<file path="config.mk">
export PLATFORM = sky130hd
export DESIGN_NAME = slot_config_scheduler
export DESIGN_NICKNAME = d
export VERILOG_FILES = /design/src/rtl/slot_sched_pkg.sv /design/src/rtl/slot_sched_rr_arb.sv /design/src/rtl/slot_config_scheduler.sv
export SDC_FILE = /design/constraint.sdc
export NUM_CORES = 1
export LEC_CHECK = 0
export BUFFER_PORTS_ARGS = -buffer_cell sky130_fd_sc_hd__clkbuf_2
export CAP_MARGIN = 20
export CORE_MARGIN = 2
export CORE_UTILIZATION = 50
export DETAILED_ROUTE_END_ITERATION = 16
export GPL_ROUTABILITY_DRIVEN = 1
export PLACE_DENSITY = 0.93
export SLEW_MARGIN = 15
export SYNTH_ARGS = -nofsm -noshare
export SYNTH_HDL_FRONTEND = slang
export SYNTH_SLANG_ARGS = --single-unit
</file>
<file path="constraint.sdc">
create_clock -name clk -period 4.3 [get_ports clk]
set_input_delay 0.43 -clock clk [delete_from_list [all_inputs] [get_ports clk]]
set_output_delay 0.43 -clock clk [all_outputs]
set_load 0.01 [all_outputs]
</file>
<file path="src/rtl/slot_sched_pkg.sv">
// Shared types and constants for the slotmaker configuration scheduler.
package slot_sched_pkg;

  localparam int unsigned SLOT_W = 3;
  localparam int unsigned CARD_W = 8;

  // Card ids understood by the slotmaker
  localparam logic [CARD_W-1:0] CARD_EMPTY   = 8'h00;
  localparam logic [CARD_W-1:0] CARD_INVALID = 8'hFF;

  typedef enum logic [2:0] {
    StBoot,
    StBootEnd,
    StIdle,
    StWrite,
    StWait,
    StCheck
  } sched_state_e;

  // Pick the boot card for one slot out of a packed map (byte n = slot n)
  function automatic logic [CARD_W-1:0] map_card(input logic [63:0]       map,
                                                 input logic [SLOT_W-1:0] idx);
    return map[idx*CARD_W +: CARD_W];
  endfunction

endpackage

</file>
<file path="src/rtl/slot_sched_rr_arb.sv">
// Two-way round-robin arbiter: on contention the port that did not win last time wins.
module slot_sched_rr_arb (
  input  logic [1:0] req_i,
  input  logic       last_i,
  output logic       grant_o,
  output logic       valid_o
);

  // Grant selection
  always_comb begin
    valid_o = |req_i;
    grant_o = 1'b0;
    case (req_i)
      2'b01:   grant_o = 1'b0;
      2'b10:   grant_o = 1'b1;
      2'b11:   grant_o = ~last_i;
      default: grant_o = 1'b0;
    endcase
  end

endmodule

</file>
<file path="src/rtl/slot_config_scheduler.sv">
// Sequences all writes into the slotmaker config port: boot map load, then arbitrated,
// read-back-verified writes from two requesters.
module slot_config_scheduler
  import slot_sched_pkg::*;
#(
  parameter int unsigned NUM_SLOTS   = 8,
  parameter logic [63:0] DEFAULT_MAP = 64'h0000_0000_0000_0000,
  parameter int unsigned READ_LAT    = 1
) (
  input  logic              clk,
  input  logic              reset,
  input  logic [1:0]        req_valid,
  input  logic [5:0]        req_slot,
  input  logic [15:0]       req_card,
  input  logic [1:0]        req_reconfig,
  output logic [1:0]        req_ack,
  output logic              req_err,
  output logic              boot_done,
  output logic [SLOT_W-1:0] cfg_slot,
  output logic [CARD_W-1:0] cfg_card,
  output logic              cfg_wr,
  output logic              cfg_reconfig,
  input  logic [CARD_W-1:0] cfg_card_rd
);

  localparam logic [SLOT_W-1:0] LastIdx = SLOT_W'(NUM_SLOTS - 1);
  localparam logic [1:0]        LatCnt  = 2'(READ_LAT);

  sched_state_e      state_q, state_d;
  logic [SLOT_W-1:0] idx_q, idx_d;
  logic              rr_last_q, rr_last_d;
  logic              grant_q, grant_d;
  logic [1:0]        cnt_q, cnt_d;
  logic [SLOT_W-1:0] slot_q, slot_d;
  logic [CARD_W-1:0] card_q, card_d;
  logic              wr_q, wr_d;
  logic              rc_q, rc_d;
  logic [1:0]        ack_q, ack_d;
  logic              err_q, err_d;
  logic              done_q, done_d;

  logic arb_grant;
  logic arb_valid;

  slot_sched_rr_arb u_arb (
    .req_i   (req_valid),
    .last_i  (rr_last_q),
    .grant_o (arb_grant),
    .valid_o (arb_valid)
  );

  // Next-state and registered-output logic. The cfg_* and ack registers are loaded on the
  // edge that enters a state, so each output lines up with the state it belongs to.
  // slot_q/card_q double as the latched request for the read-back compare.
  always_comb begin
    state_d   = state_q;
    idx_d     = idx_q;
    rr_last_d = rr_last_q;
    grant_d   = grant_q;
    cnt_d     = cnt_q;
    slot_d    = slot_q;
    card_d    = card_q;
    wr_d      = 1'b0;
    rc_d      = 1'b0;
    ack_d     = 2'b00;
    err_d     = 1'b0;
    done_d    = done_q;

    unique case (state_q)
      StBoot: begin
        wr_d   = 1'b1;
        slot_d = idx_q;
        card_d = map_card(DEFAULT_MAP, idx_q);
        idx_d  = idx_q + SLOT_W'(1);
        if (idx_q == LastIdx) begin
          rc_d    = 1'b1;
          state_d = StBootEnd;
        end
      end
      StBootEnd: begin
        done_d  = 1'b1;
        state_d = StIdle;
      end
      StIdle: begin
        if (arb_valid) begin
          grant_d   = arb_grant;
          rr_last_d = arb_grant;
          slot_d    = arb_grant ? req_slot[5:3]  : req_slot[2:0];
          card_d    = arb_grant ? req_card[15:8] : req_card[7:0];
          rc_d      = req_reconfig[arb_grant];
          wr_d      = 1'b1;
          state_d   = StWrite;
        end
      end
      StWrite: begin
        cnt_d   = 2'd0;
        state_d = StWait;
      end
      StWait: begin
        // Read-back is sampled on the edge into CHECK so the ack is visible during CHECK
        // and the requester drops its request before the next IDLE.
        if (cnt_q == LatCnt) begin
          ack_d   = grant_q ? 2'b10 : 2'b01;
          err_d   = (cfg_card_rd != card_q);
          state_d = StCheck;
        end else begin
          cnt_d = cnt_q + 2'd1;
        end
      end
      StCheck: begin
        state_d = StIdle;
      end
      default: begin
        state_d = StBoot;
      end
    endcase
  end

  // State and output registers
  always_ff @(posedge clk or posedge reset) begin
    if (reset) begin
      state_q   <= StBoot;
      idx_q     <= '0;
      rr_last_q <= 1'b1;
      grant_q   <= 1'b0;
      cnt_q     <= 2'd0;
      slot_q    <= '0;
      card_q    <= CARD_EMPTY;
      wr_q      <= 1'b0;
      rc_q      <= 1'b0;
      ack_q     <= 2'b00;
      err_q     <= 1'b0;
      done_q    <= 1'b0;
    end else begin
      state_q   <= state_d;
      idx_q     <= idx_d;
      rr_last_q <= rr_last_d;
      grant_q   <= grant_d;
      cnt_q     <= cnt_d;
      slot_q    <= slot_d;
      card_q    <= card_d;
      wr_q      <= wr_d;
      rc_q      <= rc_d;
      ack_q     <= ack_d;
      err_q     <= err_d;
      done_q    <= done_d;
    end
  end

  assign cfg_slot     = slot_q;
  assign cfg_card     = card_q;
  assign cfg_wr       = wr_q;
  assign cfg_reconfig = rc_q;
  assign req_ack      = ack_q;
  assign req_err      = err_q;
  assign boot_done    = done_q;

endmodule

</file>
==> results by group, run 1 <==
Clock network
  • H-tree depth: 1
  • Clk slew on worst S/H paths: 0.14 ns
  • CTS max path bufs: 2
  • Cts repair resizes: 0
  • Post-CTS Hold Buffers: 0
  • Total CTS buffers: 3
  • Worst-skew pair later-pin latency: 0.32 ns
  • Clk sinks: 27
  • Clock Tree Root: clkbuf_4
  • CTS tree: yes
  • # Post-CTS Setup Buffers: 0

Power
  • Worst vdd ir: 353 uV
  • Leakage power: roughly 0.86 nW
  • Reg power frac: between 40% and 50%
  • Sw Share: around two fifths
  • Net Sw Power: 0.444 mW
  • Comb power frac: between 40 and 50%
  • Clock power frac: 10.2%
  • Internal power: ~0.63 mW
  • PD cells: 627 nW/um^2

Worst setup path
  • WS Path Type: reg -> reg
  • Req. time, crit path: 4.56 ns
  • Reg2reg start: state_q[1]$_DFFE_PP0P_
  • Crit-path max FO: 13
  • Crit end category: flip-flop
  • Register-to-Register Setup Slack: 2.58 ns
  • Reg2reg end: cfg_card[2]$_DFFE_PP0P_
  • Startpoint types: flip-flop
  • CP arrival: around 2.0 ns
  • R2R cell count: 3

Floorplanning
  • Overall die height: 57.4 um
  • I/O pin count: 53
  • Core area: about 2700 um^2
  • DIE AREA: 3290 um^2
  • Die X: 57.4 um
  • # rows: 19
  • Starting Density: 52.1%

STA
  • Final hold vios: 0
  • FMAX: 0.580 GHz
  • Final setup fails: 0
  • Worst slew margin: 41.1%
  • Slew @ Worst Pin: slightly below 0.9 ns
  • Minimum clock period: around 1.7 ns
  • Clk_skew: 0.00348 ns
  • RSZ-0062 raised after global routing: false
  • Setup TNS: 0 ns
  • Pins Over Slew Limit: 0
  • Crit share post-route: 40.1%

Place
  • Port buffer count: 52
  • Gp weighted congestion: 0.755
  • DP HPWL: 2.41 mm

Global route
  • Global-route wire length before repair: just over 5 mm
  • Largest net degree at the start of global routing: 28
  • Remaining Overflow, GRT: 0
  • Initial antenna violation count: 0
  • Gr usage total: 19.7%
  • Via count of the first global-routing pass: 1139

Logic synthesis
  • Post-synthesis area per instance: 11.9 um^2
  • YS warnings: 0
  • Synth Area in Simple Gates: 12.0%
  • Post-synthesis compound-gate area fraction: 17.6%
  • Synthesized cell area: 1430 um^2
  • FF+latch count, synth: 27
  • Mux cell area share after synthesis: 9.31%
  • Post-synthesis xor/xnor area fraction: under 10%
  • Combinational family with the most area after synthesis: compound AO/OA/AOI/OAI gates
  • Synth cell types: 36
  • Syn Nets: 159
  • Gate Count Post-Synth: 120
  • Seq/Total Area, Yosys: 47.5%
  • Post-Synth Adder-Cell Area: 2.63%

Layout
  • Share of cells above drive strength 1: 42.4%
  • Final core area utilization: 62.9%
  • Ant diodes: 0
  • Area grow syn2layout: 20.6%
  • Layout Nets: 210

Job
  • Maximum capacitance violations: 0

Detailed routing
  • TritonRoute pass-1 iters: 4
  • DR vias: 1104
  • Number of vias per cell: 5.49
  • Final wirelength: 3.08 mm
  • DRC: 0
  • Routed Antenna Nets: 0
  • Initial DRC Count: 32
  • Drt wl/cell: 15.3 um

Status
  • Status: finished, final reports clean

Worst hold path
  • Hold crit path type: in -> async
## flip-flops by register name (all words and copies together) (netlist names)
signal        count
boot_done         1
cfg_card          8
cfg_reconfig      1
cfg_slot          3
cfg_wr            1
cnt_q             2
grant_q           1
idx_q             3
req_ack           2
req_err           1
rr_last_q         1
state_q           3
## final cells by class
| type | count | area (um^2) |
|---|---|---|
| Timing Repair Buffer | 53 | 288 |
| Multi-Input combinational cell | 82 | 674 |
| Inverter | 4 | 15.0 |
| Clock buffer | 4 | 26.3 |
| Sequential cell | 27 | 677 |
| Fill cell | 209 | 1010 |
| Tap cell | 31 | 38.8 |
## critical path: stages, from the launching register on
cell and delay [ns]:
dfrtp_1 0.58, nor3b_1 0.47, or2_1 0.47, o2bb2ai_2 0.14
## power groups by stage
stage	logic (mW)	clock network, mW	registers [mW]
6_report	0.490	0.110	0.478
5_1_grt	0.552	0.125	0.493
4_1_cts	0.492	0.110	0.476
3_5_place_dp	0.490	0	0.482
3_3_place_gp	0.457	0	0.473
2_1_floorplan	0.392	0	0.464
## through the flow
stage / cell area (um^2) / cells / hold slack [ns] / setup slack, ns / power [mW]
global route: 1720 / 201 / 0.0484 / 2.48 / 1.17
finish: 1720 / 201 / 0.0525 / 2.58 / 1.08
floorplan: 1430 / 120 / 0.426 / 2.87 / 0.856
detailed placement: 1660 / 196 / 0.471 / 2.36 / 0.972
CTS: 1690 / 200 / 0.347 / 2.45 / 1.08
global placement: 1660 / 196 / 0.459 / 2.51 / 0.930
## Yosys cell counts
master / n / area share (%)
nor3_1: 1 / 0.35
nand3_1: 1 / 0.35
nand3b_1: 1 / 0.53
nand2b_1: 3 / 1.3
a21oi_1: 5 / 1.8
o21ai_0: 4 / 1.4
ha_1: 3 / 2.6
o21ai_1: 1 / 0.35
o211ai_1: 3 / 1.6
nor2b_1: 1 / 0.44
nand2_1: 4 / 1.1
inv_1: 3 / 0.79
nor2_2: 1 / 0.44
o21bai_1: 1 / 0.53
xor2_1: 9 / 5.5
a21boi_2: 1 / 0.79
nor4_1: 2 / 0.88
mux2_2: 2 / 1.6
a22o_1: 1 / 0.61
a311oi_1: 1 / 0.61
inv_2: 1 / 0.26
nor3b_1: 2 / 1.1
dfstp_2: 1 / 1.8
buf_4: 1 / 0.53
buf_6: 4 / 3.2
o2bb2ai_2: 8 / 8.4
dfrtp_1: 26 / 46
buf_2: 2 / 0.70
or2_1: 2 / 0.88
or3_1: 1 / 0.44
or3b_1: 3 / 1.8
a211oi_1: 2 / 1.1
nor3b_2: 1 / 0.88
mux2i_1: 11 / 7.7
nor2_1: 6 / 1.6
a31oi_1: 1 / 0.44
## metal layers
layer | wire length, um | track usage [%] | vias to the layer above
met5 | 0 | 0 | -
met4 | 42 | 7.64 | 0
met3 | 145 | 4.08 | 5
met2 | 1610 | 33.1 | 31
met1 | 1290 | 24.7 | 537
li1 | - | - | 531
## worst max-delay path by stage
| stage | start | endpoint | slack, ns | depth (start not counted) |
|---|---|---|---|---|
| 5_1_grt | state_q[1]$_DFFE_PP0P_ | cfg_card[2]$_DFFE_PP0P_ | 2.48 | 3 |
| 6_report | state_q[1]$_DFFE_PP0P_ | cfg_card[2]$_DFFE_PP0P_ | 2.58 | 3 |
| 3_3_place_gp | req_valid[0] | cfg_slot[1]$_DFFE_PP0P_ | 2.51 | 3 |
| 4_1_cts | state_q[1]$_DFFE_PP0P_ | grant_q$_DFFE_PP0P_ | 2.45 | 3 |
| 3_5_place_dp | req_valid[0] | cfg_slot[0]$_DFFE_PP0P_ | 2.36 | 3 |
| 2_1_floorplan | state_q[2]$_DFFE_PP0P_ | cfg_card[0]$_DFFE_PP0P_ | 2.87 | 6 |
## layout by cell type (no fill, tap or decap), types with 2 or more instances in the layout
master and n:
clkbuf_2 52, dfrtp_1 26, mux2i_1 11, xor2_1 9, o2bb2ai_2 8, nor2_1 6
a21oi_1 5, o21ai_0 4, nand2_1 4, nand2b_1 3, or3b_1 3, o211ai_1 3
inv_1 3, ha_1 3, clkbuf_4 3, or2_1 2, mux2_2 2, nor3b_1 2
a211oi_1 2, nor4_1 2
## logic make-up after synthesis
family,after synthesis
multiplexers,13
AO/OA/AOI/OAI,28
buffers and inverters,11
adder cells (fa/ha/maj),3
AND/OR/NAND/NOR,29
flip-flops,27
XOR/XNOR,9
Power figures use the tool's default switching activity.
==> run 2, diff against run 1 <==
CORE_UTILIZATION = 44   (was 50)
PLACE_DENSITY = 0.87   (was 0.93)
clock period = 1.4 ns   (was 4.3 ns; I/O delays follow)
==> results by group, run 2 (synthesized netlist as in run 1, its figures left out) <==
Status
  • Status: finished, final reports clean

Clock network
  • H-tree depth: 1
  • Clk sinks: 27
  • Worst-skew pair later-pin latency: 0.32 ns
  • CTS tree: yes
  • Clk slew on worst S/H paths: between 0.1 and 0.15 ns
  • CTS max path bufs: 2
  • Total CTS buffers: 3
  • Clock Tree Root: clkbuf_4

STA
  • Hold slack final: 0.0449 ns
  • Clk_skew: 0.000816 ns
  • Slew @ Worst Pin: 0.427 ns
  • Crit share post-route: approximately 94%
  • Worst slew margin: 71.3%
  • Final hold vios: 0
  • Pins Over Slew Limit: 0
  • Minimum clock period: 1.31 ns
  • Final setup fails: 0
  • Setup WS post-layout: between 0.09 and 0.1 ns
  • FMAX: between 0.7 and 0.8 GHz

Worst setup path
  • Crit-path max FO: 3
  • Largest stage delay on the critical path: between 0.4 and 0.5 ns
  • Cell mode on critical path: ha_1
  • Crit end category: flip-flop
  • Slowest CP cell: dfrtp_1
  • R2R cell count: 5
  • Reg2reg end: state_q[0]$_DFFE_PP0P_
  • WS Path Type: reg -> reg
  • CP arrival: 1.57 ns
  • Startpoint types: flip-flop
  • Reg2reg start: idx_q[0]$_DFFE_PP0P_
  • Worst-path cell chain: ha_1, ha_1, nor2_1, or3_1, a21oi_1
  • Register-to-Register Setup Slack: between 0.09 and 0.1 ns
  • Req. time, crit path: approximately 1.7 ns

Worst hold path
  • Hold crit path type: in -> reg
  • Hold Path Depth: 2
  • Worst hold start: req_valid[0]
  • Hold Path End: rr_last_q$_DFFE_PP1P_

Floorplanning
  • DIE AREA: ~3700 um^2
  • Starting Density: 46.3%
  • Overall die height: 60.9 um
  • Core area: 3080 um^2
  • Die X: 60.9 um
  • # rows: 20
  • I/O pin count: 53

Detailed routing
  • Number of vias per cell: about 5.0
  • Drt wl/cell: around 12 um
  • DR vias: 1119
  • TritonRoute pass-1 iters: 4
  • Final wirelength: approximately 2.7 mm
  • DRC: 0
  • Initial DRC Count: 12
  • Routed Antenna Nets: 0

Global route
  • Remaining Overflow, GRT: 0
  • Gr usage total: between 15 and 20%
  • Initial antenna violation count: 0
  • Via count of the first global-routing pass: around 1000
  • Global-route wire length before repair: about 4.6 mm
  • Largest net degree at the start of global routing: 28

Layout
  • Reg area: 677 um^2
  • Most frequent cells in the layout: clkbuf_2, dfrtp_1, mux2i_1, xor2_1, buf_4
  • Share of cells above drive strength 1: 47.0%
  • Area of the multi-input gates: around 700 um^2
  • Fill count: 260
  • Layout Nets: 221
  • Area grow syn2layout: 28.4%
  • Max reg flops: 8
  • Most common cell after layout, fill and taps aside: clkbuf_2
  • Ant diodes: 0

Job
  • Maximum capacitance violations: 0

Place
  • Port buffer count: 52
  • DP HPWL: 2.21 mm
  • Gp weighted congestion: 0.778
  • Pre-CTS setup slack: -0.0632 ns

Power
  • Leakage power: 0.914 nW
  • PD cells: between 1500 and 2000 nW/um^2
  • Tot Pwr: between 3 and 4 mW
  • Worst vdd ir: 1010 uV
[run 2: cell count changes in the layout (fill, tap and decap cells not counted), moves of 2 or more]
cell | before | now
buf_4 | 0 | 9
or2_4 | 0 | 2
buf_6 | 0 | 2
or2_1 | 2 | 0
[run 2: per-layer routing]
layer,vias up,wire length (um),global-route usage (%)
li1,551,-,-
met1,524,1170,23.4
met2,37,1380,26.0
met3,7,142,3.84
met4,0,37,5.90
met5,-,0,0
[run 2: how the worst max path moves through the flow]
stage | from | cells after the start | to
global route | cnt_q[0]$_DFFE_PP0P_ | 4 | cnt_q[1]$_DFFE_PP0P_
global placement | state_q[0]$_DFFE_PP0P_ | 3 | cfg_card[1]$_DFFE_PP0P_
floorplan | state_q[0]$_DFFE_PP0P_ | 6 | cfg_card[0]$_DFFE_PP0P_
finish | idx_q[0]$_DFFE_PP0P_ | 5 | state_q[0]$_DFFE_PP0P_
CTS | state_q[2]$_DFFE_PP0P_ | 5 | cfg_slot[0]$_DFFE_PP0P_
detailed placement | state_q[0]$_DFFE_PP0P_ | 3 | cfg_card[5]$_DFFE_PP0P_
[run 2: cell type report]
type,count,area share (%)
multi-input cells,82,38.0
flip-flops and latches,27,37.0
repair buffers,64,19.7
well taps,44,3.01
clock buffers,4,1.44
inverters,4,0.821
[run 2: timing repair]
item / 4_1_cts / 5_1_grt
hold buffers: 1 / 0
endpoints found under the hold margin: 26 / 0
endpoints found under the setup margin: 8 / 5
buffers inserted: 0 / 1
gates resized for setup: 2 / 6
pin swaps: 0 / 2
[run 2: worst max-delay path, delay by kind of cell (launching register included)]
family                   cells  cell delay (ns)
flip-flops                   1             0.41
AND/OR/NAND/NOR              2             0.37
adder cells (fa/ha/maj)      2             0.31
AO/OA/AOI/OAI                1             0.17
[run 2: metrics by stage]
step / util (%) / std cells / cell area (um^2) / TNS (ns)
2_1_floorplan: - / 120 / 1440 / -0.137
3_3_place_gp: 57.1 / 219 / 1760 / -0.169
3_5_place_dp: 57.1 / 219 / 1760 / -0.482
4_1_cts: 58.4 / 224 / 1800 / 0
5_1_grt: 59.4 / 225 / 1830 / -0.000343
6_report: 59.4 / 225 / 1830 / 0
[run 2: report_power, final]
group	switching [mW]	leakage (nW)	internal, mW
sequential	0.270	0.343	1.11
clock	0.220	0.0150	0.112
combinational	0.899	0.557	0.919
